## config.mk

```make
export PLATFORM = sky130hd
export DESIGN_NAME = legup_result_monitor
export DESIGN_NICKNAME = d
export VERILOG_FILES = /design/src/rtl/legup_board_pkg.sv /design/src/rtl/hex7seg_decoder.sv /design/src/rtl/legup_result_monitor.sv
export SDC_FILE = /design/constraint.sdc
export NUM_CORES = 1
export LEC_CHECK = 0
export CORE_UTILIZATION = 55
export CTS_BUF_LIST = sky130_fd_sc_hd__clkbuf_4
export DETAILED_ROUTE_END_ITERATION = 7
export PLACE_DENSITY_LB_ADDON = 0.1
export SYNTH_ARGS = -nofsm -noshare
export SYNTH_HDL_FRONTEND = slang
export SYNTH_HIERARCHICAL = 1
export SYNTH_SLANG_ARGS = --single-unit
```

## constraint.sdc

```tcl
create_clock -name clk -period 3.4 [get_ports clk]
set_input_delay 0.34 -clock clk [delete_from_list [all_inputs] [get_ports clk]]
set_output_delay 0.34 -clock clk [all_outputs]
set_load 0.02 [all_outputs]
```

## src/rtl/legup_board_pkg.sv

```systemverilog
// rtl/legup_board_pkg.sv - shared FSM state codes and seven-segment glyph table for the board monitor
package legup_board_pkg;

  typedef enum logic [3:0] {
    ST_IDLE    = 4'd0,
    ST_START   = 4'd1,
    ST_RUN     = 4'd2,
    ST_DONE    = 4'd3,
    ST_TIMEOUT = 4'd4
  } state_e;

  // Active-high glyphs, bit order {g,f,e,d,c,b,a}; entry 15 is leftmost.
  localparam logic [15:0][6:0] SEG_GLYPHS = {
    7'h71, 7'h79, 7'h5E, 7'h39, 7'h7C, 7'h77, 7'h6F, 7'h7F,
    7'h07, 7'h7D, 7'h6D, 7'h66, 7'h4F, 7'h5B, 7'h06, 7'h3F
  };

endpackage

```

## src/rtl/hex7seg_decoder.sv

```systemverilog
// rtl/hex7seg_decoder.sv - one hex nibble to seven-segment pattern, polarity selectable
module hex7seg_decoder
  import legup_board_pkg::*;
#(
  parameter bit SEG_ACTIVE_LOW = 1'b1
) (
  input  logic [3:0] nibble,
  output logic [6:0] seg
);

  assign seg = SEG_ACTIVE_LOW ? ~SEG_GLYPHS[nibble] : SEG_GLYPHS[nibble];

endmodule

```

## src/rtl/legup_result_monitor.sv

```systemverilog
// rtl/legup_result_monitor.sv - starts the LegUp core, times the run, shows result or cycle count on HEX/LEDG
module legup_result_monitor
  import legup_board_pkg::*;
#(
  parameter int unsigned START_DELAY    = 16,
  parameter logic [31:0] TIMEOUT_CYCLES = 32'hFFFF_FFFF,
  parameter bit          SEG_ACTIVE_LOW = 1'b1
) (
  input  logic        clk,
  input  logic        reset,
  input  logic        finish,
  input  logic [31:0] return_val,
  input  logic        sw_sel,
  output logic        start,
  output logic [3:0]  state,
  output logic [6:0]  hex0,
  output logic [6:0]  hex1,
  output logic [6:0]  hex2,
  output logic [6:0]  hex3,
  output logic [6:0]  hex4,
  output logic [6:0]  hex5,
  output logic [6:0]  hex6,
  output logic [6:0]  hex7,
  output logic [7:0]  ledg
);

  localparam logic [31:0] DLY_LAST = 32'(START_DELAY - 1);
  localparam logic [6:0]  SEG_ZERO = SEG_ACTIVE_LOW ? ~SEG_GLYPHS[0] : SEG_GLYPHS[0];

  state_e      state_q, state_d;
  logic [31:0] dly_q, dly_d;
  logic [31:0] cyc_q, cyc_d;
  logic [31:0] cyc_inc;
  logic [31:0] result_q, result_d;
  logic [31:0] count_q, count_d;
  logic        sw_sel_q, sw_sel_d;
  logic [7:0]  ledg_q, ledg_d;
  logic [6:0]  hex_q [8];
  logic [6:0]  hex_d [8];
  logic [6:0]  seg_raw [8];
  logic [31:0] sel_word;

  assign cyc_inc = cyc_q + 32'd1;

  always_comb begin
    state_d  = state_q;
    dly_d    = dly_q;
    cyc_d    = cyc_q;
    result_d = result_q;
    count_d  = count_q;
    start    = 1'b0;
    case (state_q)
      ST_IDLE: begin
        if (dly_q == DLY_LAST) begin
          state_d = ST_START;
        end else begin
          dly_d = dly_q + 32'd1;
        end
      end
      ST_START: begin
        start   = 1'b1;
        cyc_d   = 32'd0;
        state_d = ST_RUN;
      end
      ST_RUN: begin
        cyc_d = cyc_inc;
        // A finish on the last allowed cycle still counts as a completed run.
        if (finish) begin
          result_d = return_val;
          count_d  = cyc_inc;
          state_d  = ST_DONE;
        end else if (cyc_inc == TIMEOUT_CYCLES) begin
          count_d = TIMEOUT_CYCLES;
          state_d = ST_TIMEOUT;
        end
      end
      default: begin
      end
    endcase
  end

  assign sel_word = sw_sel_q ? count_q : result_q;

  for (genvar n = 0; n < 8; n++) begin : g_digit
    hex7seg_decoder #(
      .SEG_ACTIVE_LOW(SEG_ACTIVE_LOW)
    ) u_dec (
      .nibble(sel_word[4*n +: 4]),
      .seg   (seg_raw[n])
    );
  end

  always_comb begin
    sw_sel_d = sw_sel;
    ledg_d   = {4'b0000, sw_sel_q, state_q == ST_RUN, state_q == ST_TIMEOUT, state_q == ST_DONE};
    for (int n = 0; n < 8; n++) begin
      hex_d[n] = seg_raw[n];
    end
  end

  always_ff @(posedge clk) begin
    if (reset) begin
      state_q  <= ST_IDLE;
      dly_q    <= 32'd0;
      cyc_q    <= 32'd0;
      result_q <= 32'd0;
      count_q  <= 32'd0;
      sw_sel_q <= 1'b0;
      ledg_q   <= 8'h00;
      for (int n = 0; n < 8; n++) begin
        hex_q[n] <= SEG_ZERO;
      end
    end else begin
      state_q  <= state_d;
      dly_q    <= dly_d;
      cyc_q    <= cyc_d;
      result_q <= result_d;
      count_q  <= count_d;
      sw_sel_q <= sw_sel_d;
      ledg_q   <= ledg_d;
      for (int n = 0; n < 8; n++) begin
        hex_q[n] <= hex_d[n];
      end
    end
  end

  assign state = state_q;
  assign ledg  = ledg_q;
  assign hex0  = hex_q[0];
  assign hex1  = hex_q[1];
  assign hex2  = hex_q[2];
  assign hex3  = hex_q[3];
  assign hex4  = hex_q[4];
  assign hex5  = hex_q[5];
  assign hex6  = hex_q[6];
  assign hex7  = hex_q[7];

endmodule

```

# Yosys cells after proc, flatten, opt, wreduce, memory -nomap -nowiden
# Memory sizes are Yosys's and may differ from the RTL's.
# Cells that the tools add are included.
[op_classes] n_lt_le_gt_ge=8 eq_ne=8 bitwise_logic=17 n_mul=0 reduce_logical=8 n_div=0 shift=0 mux=28 n_addsub=2
[ops] op="$mux W7" count=16
[ops] op="$mux W32" count=3
[ops] op="$add A32 B1 Y32 const B" count=2
[ops] op="$pmux W32 S2" count=1
[ops] op="$not A7 Y7" count=8
[ops] op="$lt A4 B5 Y1 const B" count=8
[ops] op="$eq A32 B32 Y1 const B" count=1
[ops] op="$eq A32 B4 Y1 const B" count=1
[ops] op="$mux W4" count=3
[ops] op="$pmux W4 S3" count=1
[ops] op="$eq A4 B2 Y1 const B" count=2
[ops] op="$or A1 B1 Y1" count=8
[ops] op="$reduce_and A2 Y1" count=3
[ops] op="$eq A4 B1 Y1 const B" count=1
[ops] op="$eq A4 B3 Y1 const B" count=1
[ops] op="$logic_not A4 Y1" count=1
[ops] op="$mux W1" count=4
[ops] op="$reduce_bool A2 Y1" count=2
[ops] op="$ne A3 B2 Y1 const B" count=1
[ops] op="$reduce_and A3 Y1" count=1
[ops] op="$reduce_bool A3 Y1" count=1
[ops] op="$ne A2 B2 Y1 const B" count=1
[ops] op="$not A1 Y1" count=1
[word_totals] output_inout_bits=69 latchBits=0 mem_bits_ro=896 mem_count=9 input_bits=36 regBits=141 ramBits=56
[mem_list] name="(no name shown)" words=16 word_bits=7 read_ports=1 rd_ports_with_merged_regs=0 wr=0 line_no="hex7seg_decoder.sv:11" text="assign seg = SEG_ACTIVE_LOW ? ~SEG_GLYPHS[nibble] : SEG_GLYPHS[nibble];"
[mem_list] name="(no name shown)" words=16 word_bits=7 read_ports=1 rd_ports_with_merged_regs=0 wr=0 line_no="hex7seg_decoder.sv:11"
[mem_list] name="(no name shown)" words=16 word_bits=7 read_ports=1 rd_ports_with_merged_regs=0 wr=0 line_no="hex7seg_decoder.sv:11"
[mem_list] name="(no name shown)" words=16 word_bits=7 read_ports=1 rd_ports_with_merged_regs=0 wr=0 line_no="hex7seg_decoder.sv:11"
[mem_list] name="(no name shown)" words=16 word_bits=7 read_ports=1 rd_ports_with_merged_regs=0 wr=0 line_no="hex7seg_decoder.sv:11"
[mem_list] name="(no name shown)" words=16 word_bits=7 read_ports=1 rd_ports_with_merged_regs=0 wr=0 line_no="hex7seg_decoder.sv:11"
[mem_list] name="+3 memories"

# Logic depth before layout (Yosys ltp)
# Gate-level depths: netlist of the first run.
[depth] ltp_word=5 ltp_mapped=11 depth_no_buf=9

# Cells and area by module
# Netlist of the first run, hierarchy kept.
[by_module_without_submodules] module="legup_result_monitor" seq_area_each_um2=3843.7 area_each_um2=8260.4 cells_per_inst=957 n_inst=1
[by_module_without_submodules] module="hex7seg_decoder" seq_area_each_um2=0.0 area_each_um2=252.7 cells_per_inst=31 n_inst=8

# Least setup slack after synthesis of the first run
# No wires, ideal clock.
[synth_path] path_kind="register -> register" from="reg cyc_q[1]" to="reg count_q[10]" period_less_slack_ns=2.445 stages_incl_launch_ff=11 arrival_time_ns=2.365 setup_time_ns=0.080 setup_slack_ns=0.955 n_path_buf=2 path_cell_list="dfxtp_1 > ha_1 > nand4_1 > or2_1 > buf_2 > nor3_1 > xnor2_1 > nor4_1 > nand4_2 > buf_6 > a211oi_2"
[synth_between] elab_chain_cells=4 elab_cells_between_ends=5 classes_between="add/sub (1); eq/ne (1); mux (1); reduce/logical (2)"
[synth_lines] item="from (decl)" line_no="legup_result_monitor.sv:32" text="logic [31:0] cyc_q, cyc_d;"
[synth_lines] item="from (signal assigned)" line_no="legup_result_monitor.sv:116" text="cyc_q <= cyc_d;"
[synth_lines] item="$add A32 B1 Y32 (*)" line_no="legup_result_monitor.sv:43" text="assign cyc_inc = cyc_q + 32'd1;"
[synth_lines] item="$eq A32 B32 Y1" line_no="legup_result_monitor.sv:72" text="end else if (cyc_inc == TIMEOUT_CYCLES) begin"
[synth_lines] item="$reduce_bool A2 Y1 (no source line)"
[synth_lines] item="$reduce_and A2 Y1 (no source line)"
[synth_lines] item="to (signal assigned)" line_no="legup_result_monitor.sv:118" text="count_q <= count_d;"
[synth_lines] item="to (decl)" line_no="legup_result_monitor.sv:35" text="logic [31:0] count_q, count_d;"
# Every way passes the cells marked *; elsewhere a longest branch is shown, timed or not.
# A chain may end at the register's enable or synchronous reset.

# Final worst setup path of the first run
[layout_path] from="reg cyc_q[0]" to="reg state_q[2], in the netlist state[2]"
[layout_between] elab_chain_cells=4
[layout_lines] item="$add A32 B1 Y32" line_no="legup_result_monitor.sv:43"
[layout_lines] item="$eq A32 B32 Y1" line_no="legup_result_monitor.sv:72"
[layout_lines] item="$ne A3 B2 Y1 (no source line)"
[layout_lines] item="$reduce_and A3 Y1 (no source line)"
[layout_lines] item="to (signal assigned)" line_no="legup_result_monitor.sv:114" text="state_q <= state_d;"
[layout_lines] item="to (decl)" line_no="legup_result_monitor.sv:30" text="state_e state_q, state_d;"
# No other way between the ends.

==> qor.yml, run 1 <==
synth:
  async_reset_ff_frac: 0
  yosysSeqAreaShare: 0.374
  ys_types: 64
  syn_area_per_cell_um2: 8.53
  yosys_warnings: 6
  yosys.area.top_type_share: 0.374
  synth.ff_latch_count: 192
  syn_inst: 1205
  synth_edf_count: 0
  synth.area.top_cells: "dfxtp_1, ha_1, nand2_1"
  synth.largest_area_cell: "dfxtp_1"
  synth-main-ff-cell: "dfxtp_1"
  synth_area_um2: 10300
pwr:
  ir_drop_mv: 0.468
  power.density_nw_per_um2: 483
  power.total_w: 0.00558
  power.leakage_nw: 4.25
run_status:
  violations: "DRC"
  status: "complete, but fails checks"
critical_path:
  critPathTopFamily: "simple AND/OR/NAND/NOR gates"
  start_kind: "register"
  worstPathMaxFanout: 34
  end_kind: "register"
  cp_cell_sequence: "ha_1 -> nand4_1 -> or2_1 -> nor3_1 -> xnor2_1 -> nor4_1 -> nand4_2 -> buf_4 -> o41ai_1"
  cpPeakStageDelay_ps: 490
  cp_slowest_cell: "dfxtp_1"
  worst-endpoint-required_ps: 3900
  critical_path_buf_inv_count: 1
  critical_path_class: "register to register"
  cp_data_arrival_time_ps: 3540
grt:
  antenna_found_initial: 1
  grt_usage: 0.229
  grt_max_degree: 110
  grt_pass1_wl_um: 36500
  grt_pass1_vias: 7442
  gr-total-overflow: 0
routing:
  vias: 8280
  avgViaCountPerCell: 5.55
  wl_um: 21700
  drc: 21
  ant_nets: 0
  wl_per_cell_um: 14.5
  dr.pass1.iters: 7
  drtIter0Drc: 558
timing:
  tns_ps: 0
  fin_crit_sh: 0.894
  slew_headroom: 0.512
  worst_slack_ps: 361
  max_clock_freq_mhz: 329
  slew_viol_final: 0
  rsz0062_at_grt: "false"
  whs_ps: 256
  worst_pin_slew_ps: 732
  finalHoldViolCount: 0
  setup_violations: 0
  period_minus_slack_ps: 3040
  skew_ps: 24.1
flow_run:
  cap_violations: 0
layout:
  utilization: 0.637
  final_nets: 1335
  area_growth_pct: 12.4
  drive_above_1_share: 0.0864
placement:
  dp_hpwl_um: 14800
  port_buffers: 99
  place_congestion: 0.878
  dp_slack_ps: 362
cts:
  clock_latency_ps: 590
  cts_tree: "built"
  cts_sinks: 192
  clkSlewWorstSetupHoldPaths_ps: 160
  cts_root_buf: "clkbuf_4"
  clock_path_buffers: 2
  cts_buffers: 17
  htreeDepth: 4
die:
  io_pins: 105
  die_h_um: 139
  die_w_um: 139
  dieArea_um2: 19200
  start_util: 0.567
  core-area_um2: 18100
  rows: 49
hold_path:
  hp-class: "input pin to register"
[kinds of logic after synthesis]
group | synth area share
compound gates | 0.138
buf+inv | 0.0562
mux | 0.0720
simple gates | 0.245
other cells | 0.000365
xor+xnor | 0.0520
flops | 0.374
fa+ha+maj | 0.0621
[power by group]
part | total [W] | switching, W | internal (W)
Clock | 0.00135 | 0.000776 | 0.000579
Combinational | 0.00168 | 0.000977 | 0.000701
Sequential | 0.00255 | 0.000113 | 0.00243
[layer usage]
layer / track usage / routed length (µm) / vias to the layer above
met5: 0 / 0 / -
met4: 0.0731 / 336 / 0
met3: 0.0349 / 919 / 29
met2: 0.368 / 9890 / 189
met1: 0.317 / 10500 / 3809
li1: - / - / 4253
[metrics by stage]
stage | instances | instance area, µm²
2_1_floorplan | 1209 | 10300
5_1_grt | 1491 | 11600
3_3_place_gp | 1458 | 11200
3_5_place_dp | 1458 | 11200
6_report | 1491 | 11600
4_1_cts | 1490 | 11600
[cell usage after synthesis (all sizes together) (19+ instances only)]
master  count
a21oi      90
buf        38
clkbuf     57
dfxtp     192
ha         51
inv        28
mux2       32
nand2     136
nand3      27
nand4      20
nor2      141
nor2b      68
nor3       19
o21ai      35
xnor2      24
xor2       37
[final cells by class]
cell class | count | area [µm²]
diodes | 1 | 2.50
clock buffers | 17 | 128
clock inverters | 15 | 190
fillers | 1586 | 6590
inverters | 29 | 109
multi-input cells | 893 | 5880
flip-flops and latches | 192 | 3840
well taps | 229 | 287
repair buffers | 115 | 1120
[final timing paths]
path	startpoint	end	slack [ps]	depth (start not counted)
setup / recovery	cyc_q[0]	state[2]	360	9
hold / removal	reset	hex_q[0][8]	260	2
setup reg to reg	cyc_q[0]	state[2]	360	9
hold reg to reg	result_q[28]	result_q[28]	460	2
[cell usage in the layout (no fill, tap or decap), types with 16 or more instances in the layout]
cell type          n
dfxtp_1          192
nand2_1          135
nor2_1           133
clkdlybuf4s50_1   98
a21oi_1           90
nor2b_1           68
ha_1              51
xor2_1            37
mux2_2            32
inv_1             28
nand3_1           27
o21ai_0           27
xnor2_1           24
nor3_1            18
nand4_1           17
mux2i_1           17
clkbuf_4          17
a22o_1            16
buf_4             16
[registers in the layout, summed over array words and instances (netlist names)]
signal,count
hex_q,56
count_q,32
cyc_q,32
dly_q,32
result_q,32
ledg,4
state,3
sw_sel_q,1
[repair_timing]
item | in CTS | in global routing
setup endpoints to repair | 0 | 2
resized for setup | 0 | 0
hold buffers | 0 | 0
buffers inserted | 0 | 0
Power figures use the tool's default switching activity.
==> inputs of run 2 (changes only) <==
- CORE_UTILIZATION: 55 -> 44
- TNS_END_PERCENT: unset -> 1
==> run 2 against run 1 <==
  * The flow now finishes without violations
  * Utilization decreased by 12 points
  * Combinational power about the same
  * First-iteration DRC count is 20% lower
  * Routed wire length rose by 6.7%
  * Non-clock buffer count is 3 higher
  * Fmax is 5.4% higher
  * Critical path depth shrank 1
  * Sequential cell count unchanged
  * Via count fell by 0.37%
  * Power shrank 0.27%
  * Sequential power barely moved
  * Critical path type unchanged
  * Largest cell class unchanged
  * Highest routed layer unchanged
==> qor.yml, run 2 (synthesized netlist as in run 1, its figures left out) <==
run_status:
  status: "completed"
cts:
  cts_root_buf: "clkbuf_4"
  cts_setup_buffers: 0
  htreeDepth: 4
  cts_resized: 0
  clock_latency_ps: 590
  hold_buffers: 0
  cts_buffers: 17
  clock_path_buffers: 2
  clkSlewWorstSetupHoldPaths_ps: 160
  cts_sinks: 192
  cts_tree: "built"
timing:
  rsz0062_at_grt: "false"
  period_minus_slack_ps: 2880
  slew_viol_final: 0
  max_clock_freq_mhz: 347
  fin_crit_sh: 0.848
  finalHoldViolCount: 0
  worst_pin_slew_ps: 1160
  skew_ps: 19.2
  slew_headroom: 0.223
  setup_violations: 0
  tns_ps: 0
placement:
  place_congestion: 0.866
  port_buffers: 99
  dp_hpwl_um: 15900
pwr:
  power.leakage_nw: 4.25
  power.density_nw_per_um2: 477
  ir_drop_mv: 0.531
  power.total_w: 0.00556
routing:
  ant_nets: 0
  wl_um: 23100
  wl_per_cell_um: 14.7
  dr.pass1.iters: 7
  drtIter0Drc: 446
  vias: 8249
  avgViaCountPerCell: 5.23
  drc: 0
critical_path:
  start_kind: "register"
  end_kind: "register"
  worstPathMaxFanout: 34
  worst-endpoint-required_ps: 3900
  critical_path_class: "register to register"
  cp_data_arrival_time_ps: 3380
layout:
  final_cell_mix: "dfxtp_1, nand2_1, nor2_1, clkdlybuf4s50_1, a21oi_1"
  drive_above_1_share: 0.0910
  area_growth_pct: 13.5
  largest_reg_flops: 56
  regMostFlops: "hex_q"
  layout_commonest_cell: "dfxtp_1"
  final_nets: 1338
die:
  start_util: 0.451
  core-area_um2: 22800
  rows: 55
  io_pins: 105
  dieArea_um2: 24000
  die_w_um: 155
  die_h_um: 155
grt:
  grt_pass1_wl_um: 38300
  grt_max_degree: 174
  antenna_found_initial: 1
  gr-total-overflow: 0
  grt_pass1_vias: 7516
  grt_usage: 0.197
hold_path:
  hp-class: "input pin to register"
flow_run:
  cap_violations: 0
## run 2: cell type report
class	count	area, µm²
clock inverters	13	159
fillers	2184	11100
flip-flops and latches	192	3840
well taps	313	392
repair buffers	118	1140
multi-input cells	893	5880
clock buffers	19	143
inverters	29	109
diodes	1	2.50
## run 2: through the flow
step                utilization  setup slack, ps  std cells  area (µm²)  hold slack, ps
floorplan                     -              955       1209       10300             434
global placement          0.499              683       1545       11400             440
detailed placement        0.499              533       1545       11400             444
CTS                       0.512              523       1577       11700             108
global route              0.512              231       1578       11700             127
finish                    0.512              517       1578       11700             139
## run 2: critical path, stage by stage (launching register included)
cell     delay, ps
dfxtp_1        560
nand4_2        220
nor4_1         570
xnor2_1        160
nor4_1         330
nor4b_2        290
nand4_2        120
buf_4          280
o41ai_1        260
## run 2: routing by layer
layer / vias up / share of wire / global-route usage
met1: 3812 / 0.52 / 0.283
met3: 13 / 0.036 / 0.0340
met5: - / 0 / 0
met4: 0 / 0.0088 / 0.0509
li1: 4264 / - / -
met2: 160 / 0.44 / 0.303
## run 2: path summary, 6_finish.rpt
path                                   start           end  slack, ps  cells after the start
worst max-delay path                cyc_q[3]      state[2]        520                      8
worst max register to register      cyc_q[3]      state[2]        520                      8
worst min register to register  result_q[27]  result_q[27]        460                      2
worst min-delay path                   reset    count_q[7]        140                      4
## run 2: power by group
part | switching [W] | internal, W | leakage, nW | total (W)
registers | 0.000113 | 0.00243 | 1.55 | 0.00255
clock network | 0.000790 | 0.000526 | 0.151 | 0.00132
logic | 0.000994 | 0.000708 | 2.55 | 0.00170
==> inputs of run 3 (changes only) <==
- clock period: 3.4 -> 2.8 ns (I/O delays scaled with it)
==> run 3 against run 2 <==
  * Cell count is 1.7% higher
  * Utilization up 1.0 points
  * Setup slack lost 310 ps
  * Count of clock-buffer cells in the layout shrank 2
  * Die area unchanged
  * Non-clock buffer count is 27 higher
  * Register-to-register slack got worse by 310 ps
  * Sequential power increased by 21%
  * Global-route usage grew 0.42 points
  * Fmax up 11%
  * Sequential cell count did not move
  * Critical path type unchanged
  * Largest power group unchanged
==> qor.yml, run 3 (synthesized netlist as in run 1, its figures left out) <==
run_status:
  status: "completed"
critical_path:
  start_kind: "register"
  critical_path_class: "register to register"
  end_kind: "register"
  worst-endpoint-required_ps: 3300
  reg2reg_depth: 8
  cp_data_arrival_time_ps: 3100
  r2r_start: "cyc_q[1]"
  worstPathMaxFanout: 34
  rr_endpoint: "count_q[30]"
  r2r_setup_slack_ps: 200
cts:
  cts_resized: 0
  cts_root_buf: "clkbuf_4"
  cts_setup_buffers: 0
  clock_latency_ps: 580
  cts_tree: "built"
  cts_buffers: 17
  clock_path_buffers: 2
  htreeDepth: 4
  cts_sinks: 192
  hold_buffers: 0
  clkSlewWorstSetupHoldPaths_ps: 180
pwr:
  pwr-share-seq: 0.461
  p_sw_w: 0.00242
  combPwrFrac: 0.318
  p_sw_frac: 0.363
  power.leakage_nw: 4.41
  p_clk_frac: 0.221
  ir_drop_mv: 0.434
  p_int_w: 0.00426
  power.density_nw_per_um2: 561
layout:
  stdcell_count: 1605
  area_growth_pct: 15.8
  utilization: 0.523
  multiInputGateArea_um2: 5900
  final_cell_mix: "dfxtp_1, nand2_1, nor2_1, clkdlybuf4s50_1, a21oi_1"
  drive_above_1_share: 0.113
  regArea_um2: 3840
  largest_reg_flops: 56
  layout_commonest_cell: "dfxtp_1"
  final_nets: 1365
  n_fill_cell: 2179
  regMostFlops: "hex_q"
timing:
  finalHoldViolCount: 0
  setup_violations: 0
  slew_viol_final: 0
  fin_crit_sh: 0.927
  whs_ps: 59.9
  tns_ps: 0
  worst_pin_slew_ps: 721
  skew_ps: 27.4
  period_minus_slack_ps: 2600
  slew_headroom: 0.515
  max_clock_freq_mhz: 385
routing:
  drc: 0
  wl_per_cell_um: 14.5
  dr.pass1.iters: 5
  vias: 8294
  ant_nets: 0
  wl_um: 23300
  drtIter0Drc: 404
  avgViaCountPerCell: 5.17
die:
  die_h_um: 155
  dieArea_um2: 24000
  rows: 55
  die_w_um: 155
  io_pins: 105
  core-area_um2: 22800
  start_util: 0.451
hold_path:
  hp-class: "input pin to register"
  holdPathStages: 2
  min-delay-start: "reset"
  min_to: "hex_q[0][8]"
grt:
  grt_use_met3: 0.0337
  grt_max_degree: 148
  gr-total-overflow: 0
  antenna_found_initial: 1
  use_met1: 0.285
  grt_busiest_layer: "met2"
  grt_use_met2: 0.314
  grt_pass1_wl_um: 39100
  grt_pass1_vias: 7756
  grt_usage: 0.201
flow_run:
  cap_violations: 0
placement:
  port_buffers: 99
  dp.cells: 1572
  dp_hpwl_um: 16200
  place_congestion: 0.868
## run 3: cell types whose count changed in the layout (fill, tap and decap cells not counted), moves of 2 or more
| cell | previous run | this run |
|---|---|---|
| clkinv_4 | 0 | 3 |
| buf_4 | 19 | 43 |
| buf_12 | 1 | 4 |
| bufinv_16 | 3 | 0 |
| nor4_2 | 0 | 2 |
| clkinv_8 | 0 | 2 |
| clkinvlp_4 | 4 | 0 |
| inv_8 | 0 | 5 |
| nor4_1 | 15 | 13 |
| clkbuf_4 | 19 | 17 |
## run 3: worst max-delay path, cell delays in order (launching register included)
cell      delay (ps)
dfxtp_1          450
nand4_1          220
or4_4            580
nor4_4           260
xnor2_1          160
nor4b_2          270
nand4_2          160
buf_12           200
a211oi_1         220
## run 3: layout make-up
cell class,instances,area share
antenna,1,0.000210
clock buffer,17,0.0107
clock inverter,15,0.0125
inverter,29,0.00914
multi-input combinational,893,0.495
sequential,192,0.323
tap,313,0.0329
timing repair buffer,145,0.116
## run 3: per-stage QoR
stage          area (µm²)  worst slack (ps)  power (W)
6_report            11900               205    0.00668
5_1_grt             11900             -1.72    0.00715
4_1_cts             11900               173    0.00677
3_5_place_dp        11600               178    0.00527
3_3_place_gp        11600               260    0.00525
2_1_floorplan       10300               355    0.00459
## run 3: how the worst max path moves through the flow
stage | start | end | slack (ps)
after global routing | cyc_q[1] | state[2] | -2
final | cyc_q[1] | count_q[30] | 200
after global placement | dly_q[0] | dly_q[27] | 260
after detailed placement | dly_q[0] | dly_q[29] | 180
after floorplan | cyc_q[1] | count_q[10] | 360
after CTS | dly_q[0] | dly_q[25] | 170
## run 3: layer usage
metal	vias to the layer above	share of wire
li1	4322	-
met1	3790	0.51
met2	161	0.44
met3	21	0.033
met4	0	0.011
met5	-	0
## run 3: power by group through the flow
stage                     registers (W)  clock network (W)  logic, W
after floorplan                 0.00323                  0   0.00136
after global placement          0.00313                  0   0.00212
after detailed placement        0.00314                  0   0.00213
after CTS                       0.00308            0.00155   0.00214
after global routing            0.00311            0.00166   0.00238
final                           0.00308            0.00148   0.00213
